<file path="config.mk">
export PLATFORM = sky130hd
export DESIGN_NAME = line_steer_ctrl
export DESIGN_NICKNAME = d
export VERILOG_FILES = /design/src/rtl/line_ctrl_pkg.sv /design/src/rtl/pwm_gen.sv /design/src/rtl/line_steer_ctrl.sv
export SDC_FILE = /design/constraint.sdc
export NUM_CORES = 1
export LEC_CHECK = 0
export CAP_MARGIN = 20
export CORE_MARGIN = 5
export CORE_UTILIZATION = 43
export DETAILED_ROUTE_END_ITERATION = 10
export PLACE_DENSITY = 0.61
export RECOVER_POWER = 50
export SETUP_SLACK_MARGIN = 0.1
export SLEW_MARGIN = 20
export SYNTH_ARGS = -nofsm -noshare
export SYNTH_HDL_FRONTEND = slang
export SYNTH_HIERARCHICAL = 1
export SYNTH_SLANG_ARGS = --single-unit
</file>
<file path="constraint.sdc">
create_clock -name clk -period 6.6 [get_ports clk]
set_input_delay 0.99 -clock clk [delete_from_list [all_inputs] [get_ports clk]]
set_output_delay 0.99 -clock clk [all_outputs]
set_load 0.01 [all_outputs]
</file>
<file path="src/rtl/line_ctrl_pkg.sv">
// line_ctrl_pkg: shared FSM type, widths and saturation helpers for line steering
package line_ctrl_pkg;
    typedef enum logic [1:0] {IDLE = 2'd0, TRACK = 2'd1, COAST = 2'd2, SEARCH = 2'd3} state_t;
    localparam int DUTY_W = 16;
    localparam int CALC_W = 18;
    typedef logic signed [CALC_W-1:0] calc_t;
    function automatic calc_t sat(input calc_t v, input calc_t lim);
        return (v > lim) ? lim : (v < -lim) ? -lim : v;
    endfunction
    function automatic logic [DUTY_W-1:0] clamp(input calc_t v, input calc_t hi);
        return DUTY_W'(v[CALC_W-1] ? calc_t'(0) : (v > hi) ? hi : v);
    endfunction
endpackage

</file>
<file path="src/rtl/pwm_gen.sv">
// pwm_gen: free-running PWM whose duty shadow is only taken at the period wrap
module pwm_gen import line_ctrl_pkg::*; #(
    parameter int PERIOD = 1000
) (
    input  logic              clk,
    input  logic              rst_n,
    input  logic              clear,
    input  logic [DUTY_W-1:0] shadow,
    output logic              pwm
);
    localparam logic [DUTY_W-1:0] LAST = DUTY_W'(PERIOD - 1);
    logic [DUTY_W-1:0] cnt, active;
    always_ff @(posedge clk or negedge rst_n) begin
        if (!rst_n) begin
            cnt    <= '0;
            active <= '0;
            pwm    <= 1'b0;
        end else if (clear) begin
            cnt    <= '0;
            active <= '0;
            pwm    <= 1'b0;
        end else begin
            cnt <= (cnt == LAST) ? '0 : cnt + DUTY_W'(1);
            if (cnt == LAST) active <= shadow;
            pwm <= cnt < active;
        end
    end
endmodule

</file>
<file path="src/rtl/line_steer_ctrl.sv">
// line_steer_ctrl: PD steering from line centroid to differential motor PWM,
// with a coast-then-search recovery when the line is lost.
module line_steer_ctrl import line_ctrl_pkg::*; #(
    parameter int IMG_W        = 640,
    parameter int PWM_PERIOD   = 1000,
    parameter int BASE_DUTY    = 600,
    parameter int KP_SHIFT     = 2,
    parameter int KD_SHIFT     = 3,
    parameter int CORR_MAX     = 400,
    parameter int LOST_TIMEOUT = 500000,
    parameter int SEARCH_DUTY  = 300
) (
    input  logic        clk,
    input  logic        rst_n,
    input  logic        en,
    input  logic [10:0] centroid_x,
    input  logic        line_valid,
    input  logic        line_lost,
    output logic        pwm_left,
    output logic        pwm_right,
    output logic [15:0] duty_left,
    output logic [15:0] duty_right,
    output logic        cmd_valid,
    output logic [1:0]  state_o
);
    localparam logic [10:0]        CX_MAX = 11'(IMG_W - 1);
    localparam logic signed [11:0] MID    = 12'(IMG_W / 2);
    localparam int                 TMR_W  = $clog2(LOST_TIMEOUT + 1);
    localparam logic [DUTY_W-1:0]  SD     = DUTY_W'(SEARCH_DUTY);
    state_t state;
    logic signed [11:0] err_prev, err_s1, err_new;
    logic signed [12:0] derr_s1;
    calc_t corr_s2, pd, left_c, right_c;
    logic v1, v2, acc, clear;
    logic [10:0] cx;
    logic [TMR_W-1:0] tmr;
    assign acc     = en && line_valid && !line_lost && state != IDLE;
    assign cx      = (centroid_x > CX_MAX) ? CX_MAX : centroid_x;
    assign err_new = $signed({1'b0, cx}) - MID;
    assign pd      = calc_t'(err_s1 >>> KP_SHIFT) + calc_t'(derr_s1 >>> KD_SHIFT);
    assign left_c  = calc_t'(BASE_DUTY) + corr_s2;
    assign right_c = calc_t'(BASE_DUTY) - corr_s2;
    assign clear   = !en || state == IDLE;
    assign state_o = state;
    always_ff @(posedge clk or negedge rst_n) begin
        if (!rst_n) begin
            state      <= IDLE;
            err_prev   <= '0;
            err_s1     <= '0;
            derr_s1    <= '0;
            corr_s2    <= '0;
            v1         <= 1'b0;
            v2         <= 1'b0;
            tmr        <= '0;
            duty_left  <= '0;
            duty_right <= '0;
            cmd_valid  <= 1'b0;
        end else begin
            cmd_valid <= 1'b0;
            v1        <= acc;
            v2        <= v1;
            if (acc) begin
                err_s1   <= err_new;
                derr_s1  <= (state == SEARCH) ? '0 : 13'(err_new) - 13'(err_prev);
                err_prev <= err_new;
            end
            if (v1) corr_s2 <= sat(pd, calc_t'(CORR_MAX));
            if (!en) begin
                state      <= IDLE;
                v1         <= 1'b0;
                v2         <= 1'b0;
                duty_left  <= '0;
                duty_right <= '0;
            end else begin
                case (state)
                    IDLE: state <= TRACK;
                    TRACK: begin
                        // results landing outside TRACK are stale and dropped
                        if (v2) begin
                            duty_left  <= clamp(left_c, calc_t'(PWM_PERIOD));
                            duty_right <= clamp(right_c, calc_t'(PWM_PERIOD));
                            cmd_valid  <= 1'b1;
                        end
                        if (line_lost) begin
                            state <= COAST;
                            tmr   <= '0;
                        end
                    end
                    COAST: begin
                        if (acc) state <= TRACK;
                        else if (tmr == TMR_W'(LOST_TIMEOUT - 1)) begin
                            state      <= SEARCH;
                            duty_left  <= err_prev[11] ? '0 : SD;
                            duty_right <= err_prev[11] ? SD : '0;
                            cmd_valid  <= 1'b1;
                        end else tmr <= tmr + TMR_W'(1);
                    end
                    SEARCH: if (acc) state <= TRACK;
                endcase
            end
        end
    end
    pwm_gen #(.PERIOD(PWM_PERIOD)) u_pwm_left (
        .clk(clk), .rst_n(rst_n), .clear(clear), .shadow(duty_left), .pwm(pwm_left)
    );
    pwm_gen #(.PERIOD(PWM_PERIOD)) u_pwm_right (
        .clk(clk), .rst_n(rst_n), .clear(clear), .shadow(duty_right), .pwm(pwm_right)
    );
endmodule

</file>
# ---- Word level (Yosys, flattened, before mapping)
# Cells that the tools add are included.
dict set report totals {
  elab_cells 108
  output_inout_bits 37
  inputBits 16
  reg_bits 165
}
dict set report classes {
  eq_ne 16
  n_addsub 8
  n_mux 47
  n_lt_le_gt_ge 7
  n_reduce_logical 14
}
# operator count
set ops {}
lappend ops {{16-bit two-way mux} 20}
lappend ops {{16-bit one-hot mux with 2 select lines} 2}
lappend ops {{19-bit two-way mux} 3}
lappend ops {{19-bit one-hot mux with 2 select lines} 1}
lappend ops {{18-bit by 11-bit > comparator with 1-bit output (second input constant)} 2}
lappend ops {{18-bit two-way mux} 2}
lappend ops {{16-bit by 1-bit adder with 16-bit output (second input constant)} 2}
lappend ops {{16-bit by 10-bit == test with 1-bit output (second input constant)} 2}
lappend ops {{16-bit less-than comparator} 2}
lappend ops {{11-bit by 10-bit > comparator with 1-bit output (second input constant)} 2}
lappend ops {{19-bit by 1-bit adder with 19-bit output (second input constant)} 1}
lappend ops {{19-bit == test (second input constant)} 1}
lappend ops {{11-bit by 18-bit adder with 18-bit output (first input constant)} 1}
lappend ops {{9-bit two-way mux} 2}
lappend ops {{11-bit by 18-bit subtractor with 18-bit output (first input constant)} 1}
lappend ops {{3-bit != test (second input constant)} 5}
lappend ops {{13-bit two-way mux} 1}
lappend ops {{12-bit by 12-bit subtractor with 13-bit output} 1}
lappend ops {{11-bit by 9-bit subtractor with 12-bit output (second input constant)} 1}
lappend ops {{10-bit by 10-bit adder with 11-bit output} 1}
lappend ops {{11-bit by 10-bit less-than comparator with 1-bit output (second input constant)} 1}
lappend ops {{11-bit two-way mux} 1}
lappend ops {{2-bit two-way mux} 5}
lappend ops {{1-bit two-way mux} 8}
lappend ops {{15 further kinds} 24}

# ---- Longest topological paths before layout
dict set report depth {
  depth_word 7
  ltp_mapped 14
  depth_no_buf 13
}

# ---- Modules after synthesis
# Netlist, hierarchy kept.
# module area_each_um2 n_inst cells_per_inst seq_area_each_um2
set by_module_without_submodules {}
lappend by_module_without_submodules {line_steer_ctrl 5346.4 1 570 2227.1}
lappend by_module_without_submodules {pwm_gen 1833.0 2 204 825.8}

# ---- Least setup slack after synthesis
# No wires, ideal clock.
dict set report synth_timing {
  path_kind {input to register}
  start {input centroid_x[7]}
  end {register derr_s1[11]}
  path_buffers 0
  arrival_ps 3284
  setup_ps 121
  slack_ps 3195
  required_time_ps 6479
  path_stages 11
  cell_sequence {o21ai_0 -> nand2b_1 -> or2_2 -> ha_1 -> a21o_1 -> a21oi_1 -> a32oi_1 -> a41oi_1 -> o21ai_0 -> xor2_1 -> a22o_1}
}
dict set report synth_between {
  elab_chain_cells 5
}
# item line
set synth_lines {}
lappend synth_lines {{from (decl)} line_steer_ctrl.sv:16} ;# input logic [10:0] centroid_x,
lappend synth_lines {{11-bit by 10-bit > comparator with 1-bit output} line_steer_ctrl.sv:38} ;# assign cx = (centroid_x > CX_MAX) ? CX_MAX : centroid_x;
lappend synth_lines {{11-bit two-way mux} line_steer_ctrl.sv:38}
lappend synth_lines {{named net cx[2]} line_steer_ctrl.sv:35} ;# logic [10:0] cx;
lappend synth_lines {{11-bit by 9-bit subtractor with 12-bit output} line_steer_ctrl.sv:39} ;# assign err_new = $signed({1'b0, cx}) - MID;
lappend synth_lines {{12-bit by 12-bit subtractor with 13-bit output} line_steer_ctrl.sv:64} ;# derr_s1 <= (state == SEARCH) ? '0 : 13'(err_new) - 13'(err_prev);
lappend synth_lines {{13-bit two-way mux} line_steer_ctrl.sv:64}
lappend synth_lines {{to (signal assigned)} line_steer_ctrl.sv:64}
lappend synth_lines {{to (decl)} line_steer_ctrl.sv:32} ;# logic signed [12:0] derr_s1;
# The timed path passes the listed nets, and every way through them passes these cells.
# A chain may end at the register's enable or synchronous reset.

# ---- Worst setup path in the final report
dict set report layout_timing {
  start {input en}
  end {register duty_right[5]}
}
dict set report layout_between {
  elab_chain_cells 5
  elab_cells_between_ends 9
  cone_classes {eq/ne (4); mux (1); reduce/logical (4)}
}
# item line
set layout_lines {}
lappend layout_lines {{from (decl)} line_steer_ctrl.sv:15} ;# input logic en,
lappend layout_lines {{1-bit logical AND (3 in a row)} line_steer_ctrl.sv:37} ;# assign acc = en && line_valid && !line_lost && state != IDLE;
lappend layout_lines {{3-bit != test (no source line)} --}
lappend layout_lines {{4-bit AND reduction (no source line)} --}
lappend layout_lines {{to (signal assigned)} line_steer_ctrl.sv:81} ;# duty_right <= clamp(right_c, calc_t'(PWM_PERIOD));
lappend layout_lines {{to (signal assigned)} line_steer_ctrl.sv:94} ;# duty_right <= err_prev[11] ? SD : '0;
lappend layout_lines {{to (decl)} line_steer_ctrl.sv:22} ;# output logic [15:0] duty_right,
# Parallel ways exist; a longest one is shown, timed or not.

==> summary.md <==
| Metric | Value |
|---|---|
| CP Launch Type | `input pin` |
| Port Buffer Count | `52` |
| Comb pwr share | `34.0%` |
| Main synth FF type | `dfrtp_1` |
| Total GRT Usage | `17.3%` |
| Core Area | `20800 um2` |
| Lkg Pwr | `4.37 nW` |
| Peak supply drop | `0.198 mV` |
| # rows | `53` |
| Compound-gate portion of the synthesized area | `15.6%` |
| Post-synthesis simple-gate area fraction | `19.4%` |
| RSZ-0062 raised after global routing | `no` |
| Clock Path Buffers | `2` |
| P_sw | `1.17 mW` |
| Register share of total power | `34.8%` |
| Share of flip-flops with an asynchronous set or reset | `100%` |
| Netlist cell types | `74` |
| Status | `complete, but fails checks` |
| Final min period | `3.83 ns` |
| Critical Path AT | `4.16 ns` |
| Vias | `6913` |
| Hold/Removal Path Class | `flip-flop to flip-flop` |
| Synth warnings | `6` |
| DRT iter0 DRCs | `360` |
| Slew headroom | `-25.3%` |
| Initial Utilization | `43.3%` |
| WP data required | `6.94 ns` |
| P_int | `2.19 mW` |
| Hold slack | `0.468 ns` |
| Grt ovf | `0` |
| GR peak layer | `met2` |
| Vias in the first global route | `6787` |
| Max cap viols | `1` |
| Die height | `155 um` |
| Post-synth EDFFs | `0` |
| Post-synthesis instance total | `978` |
| Failing checks | `capacitance limit, slew limit` |
| Syn Nets | `1060` |
| GRT met3 Usage | `3.55%` |
| Met1 usage | `23.8%` |
| HPWL Detailed | `13900 um` |
| GP Congestion | `0.851` |
| Fin. max-slew vios | `37` |
| # IOs | `53` |
| Seq/Total Area, Yosys | `43.0%` |
| Xor/xnor share of the synthesized area | `6.80%` |
| Fin crit share | `58.0%` |
| Hold_buf cts | `0` |
| Post-route ant nets | `0` |
| Crit path max-delay cell type | `dlygate4sd3_1` |
| First-pass GRT wire length | `34300 um` |
| Clk sink count | `155` |
| Reg clk slew, reported paths | `0.06 ns` |
| Number of fill cells in the layout | `1996` |
| Power Density | `325 nW/um2` |
| CP cell instances | `dlygate4sd3_1 > nand2b_1 > or3b_2 > inv_1 > a21o_1 > a22o_2 > a221oi_1 > a21oi_1` |
| Ant diodes | `0` |
| Wire per inst | `15.2 um` |
| Fin Setup TNS | `0 ns` |
| Num CTS Buffers | `17` |
| DR vias/cell | `5.31` |
| Largest net degree at the start of global routing | `87` |
| Hold Fails Final Rpt | `0` |
| Fmax | `261 MHz` |
| Post-CTS Setup Bufs | `0` |
| Worst Max-Slew Pin Slew | `1.88 ns` |
| Initial antenna violation count | `0` |
| Final count of negative-setup-slack endpoints | `0` |
| Post-Synth Adder-Cell Area | `9.25%` |
| Initial DRT Pass Iterations | `5` |
| Die ar. | `24000 um2` |
| Clk Latency, worst-skew pair | `0.42 ns` |
| Main combinational cell family by area after synthesis | `simple AND/OR/NAND/NOR gates` |
| Clock Power Share | `31.2%` |
| Fin nets | `1095` |
| TritonCTS clock tree | `yes` |
| Final Util | `49.6%` |
| Worst Skew | `0.00755 ns` |
| CTS H-tree lvls | `4` |
| CTS Root Cell | `clkbuf_16` |
| Post-Route WL | `19800 um` |
| Post-CTS Resized | `0` |
| Flops & latches, synth | `155` |
| Worst-path fanout max | `34` |
| Crit. End Element | `flip-flop` |
| Slowest stage delay, CP | `0.74 ns` |
| Mux share of post-synthesis cell area | `0.472%` |
| Post-synthesis instance area | `9010 um2` |
| P&R area growth vs syn | `14.6%` |
| Switching part of the total | `35.0%` |
| Post-synthesis average cell area | `9.22 um2` |
| Setup CP Type | `input pin to flip-flop` |
| GR Util met2 | `28.1%` |
| DRC viols | `0` |
| Die span in x | `155 um` |
| Share of cells above drive strength 1 | `5.65%` |
==> per-stage QoR <==
| step | cells | power (mW) | area (um2) | worst slack (ns) |
|---|---|---|---|---|
| final | 1301 | 3.36 | 10300 | 2.77 |
| after global routing | 1301 | 3.61 | 10300 | 2.43 |
| after CTS | 1301 | 3.39 | 10300 | 2.43 |
| after detailed placement | 1269 | 2.33 | 9700 | 2.05 |
| after global placement | 1269 | 2.32 | 9700 | 2.10 |
| after floorplan | 978 | 2.09 | 9010 | 3.20 |
==> path summary, 6_finish.rpt <==
kind	startpoint	to	slack [ns]	cells after the start
worst max-delay path	en	duty_right[5]$_DFFE_PN0P_	2.77	8
max in group asynchronous	rst_n	duty_right[5]$_DFFE_PN0P_	4.59	2
worst min register to register	err_s1[0]$_DFFE_PN0P_	err_s1[0]$_DFFE_PN0P_	0.47	2
worst min-delay path	err_s1[0]$_DFFE_PN0P_	err_s1[0]$_DFFE_PN0P_	0.47	2
worst max register to register	err_s1[2]$_DFFE_PN0P_	corr_s2[4]$_DFFE_PN0P_	3.07	13
min in group asynchronous	rst_n	u_pwm_right/cnt[12]$_DFF_PN0_	0.61	1
==> power by group through the flow <==
stage	clock, mW	combinational [mW]	sequential [mW]
2_1_floorplan	0	0.981	1.11
3_3_place_gp	0	1.13	1.19
3_5_place_dp	0	1.14	1.19
4_1_cts	1.07	1.15	1.17
5_1_grt	1.12	1.30	1.19
6_report	1.05	1.14	1.17
==> cell usage after synthesis (all sizes together), types with 18 or more instances <==
master    n  area share [%]
a21oi    71             3.9
buf      18             1.2
clkbuf   20            0.85
dfrtp   155              43
ha       65             9.0
inv      80             3.3
nand2   128             5.3
nand3    20             1.1
nor2     71             3.0
nor3     22             1.2
o21ai    48             2.7
xnor2    50             4.9
xor2     20             1.9
==> cell type report <==
class | instances | area, um2 | area share, %
Clock buffer | 20 | 437 | 4.23
Clock inverter | 12 | 189 | 1.83
Inverter | 80 | 300 | 2.91
Multi-Input combinational cell | 705 | 4650 | 45.0
Sequential cell | 155 | 3880 | 37.6
Tap cell | 275 | 344 | 3.33
Timing Repair Buffer | 54 | 533 | 5.16
==> registers in the layout, indices dropped and copies added, names as in the netlist, 2 cells and up <==
signal / count
derr_s1: 10
u_pwm_right/cnt: 16
duty_right: 16
u_pwm_left/active: 16
state_o: 2
duty_left: 16
u_pwm_right/active: 16
u_pwm_left/cnt: 16
err_s1: 12
corr_s2: 11
tmr: 19
==> critical path: cells and delay by family <==
family                 cells  cell delay [ns]
buffers and inverters      2             1.32
and+or+nand+nor            2             0.75
AOI/OAI and AO/OA          4             1.08
==> kinds of logic after synthesis <==
| kind of cell | after synthesis |
|---|---|
| AOI/OAI and AO/OA | 214 |
| buffers and inverters | 118 |
| xor gates and xnor gates | 70 |
| and+or+nand+nor | 351 |
| DFF | 155 |
| muxes | 4 |
| adders and majority gates | 66 |
==> metal layers <==
| layer | up-vias | wire length (um) |
|---|---|---|
| li1 | 3476 | - |
| met1 | 3321 | 9570 |
| met2 | 107 | 9390 |
| met3 | 9 | 703 |
| met4 | 0 | 164 |
| met5 | - | 0 |
==> cell usage in the layout, fill, tap and decap left out, drive strengths merged, types with 7 or more instances in the layout <==
cell           netlist  final
a21o                 9      9
a21oi               71     71
a22o                16     16
and2                16     16
and4                 8      8
clkbuf              20     21
clkdlybuf4s50        0     44
dfrtp              155    155
dlygate4sd3          0      7
ha                  65     65
inv                 80     83
nand2              128    128
nand2b              12     12
nand3               20     20
nand4               16     16
nor2                71     71
nor2b               13     13
nor3                22     22
nor4                 9      9
o21ai               48     48
o22ai                8      8
or4                  9      9
xnor2               50     50
xor2                20     20
Note: power is estimated with default switching activity, not from simulation.
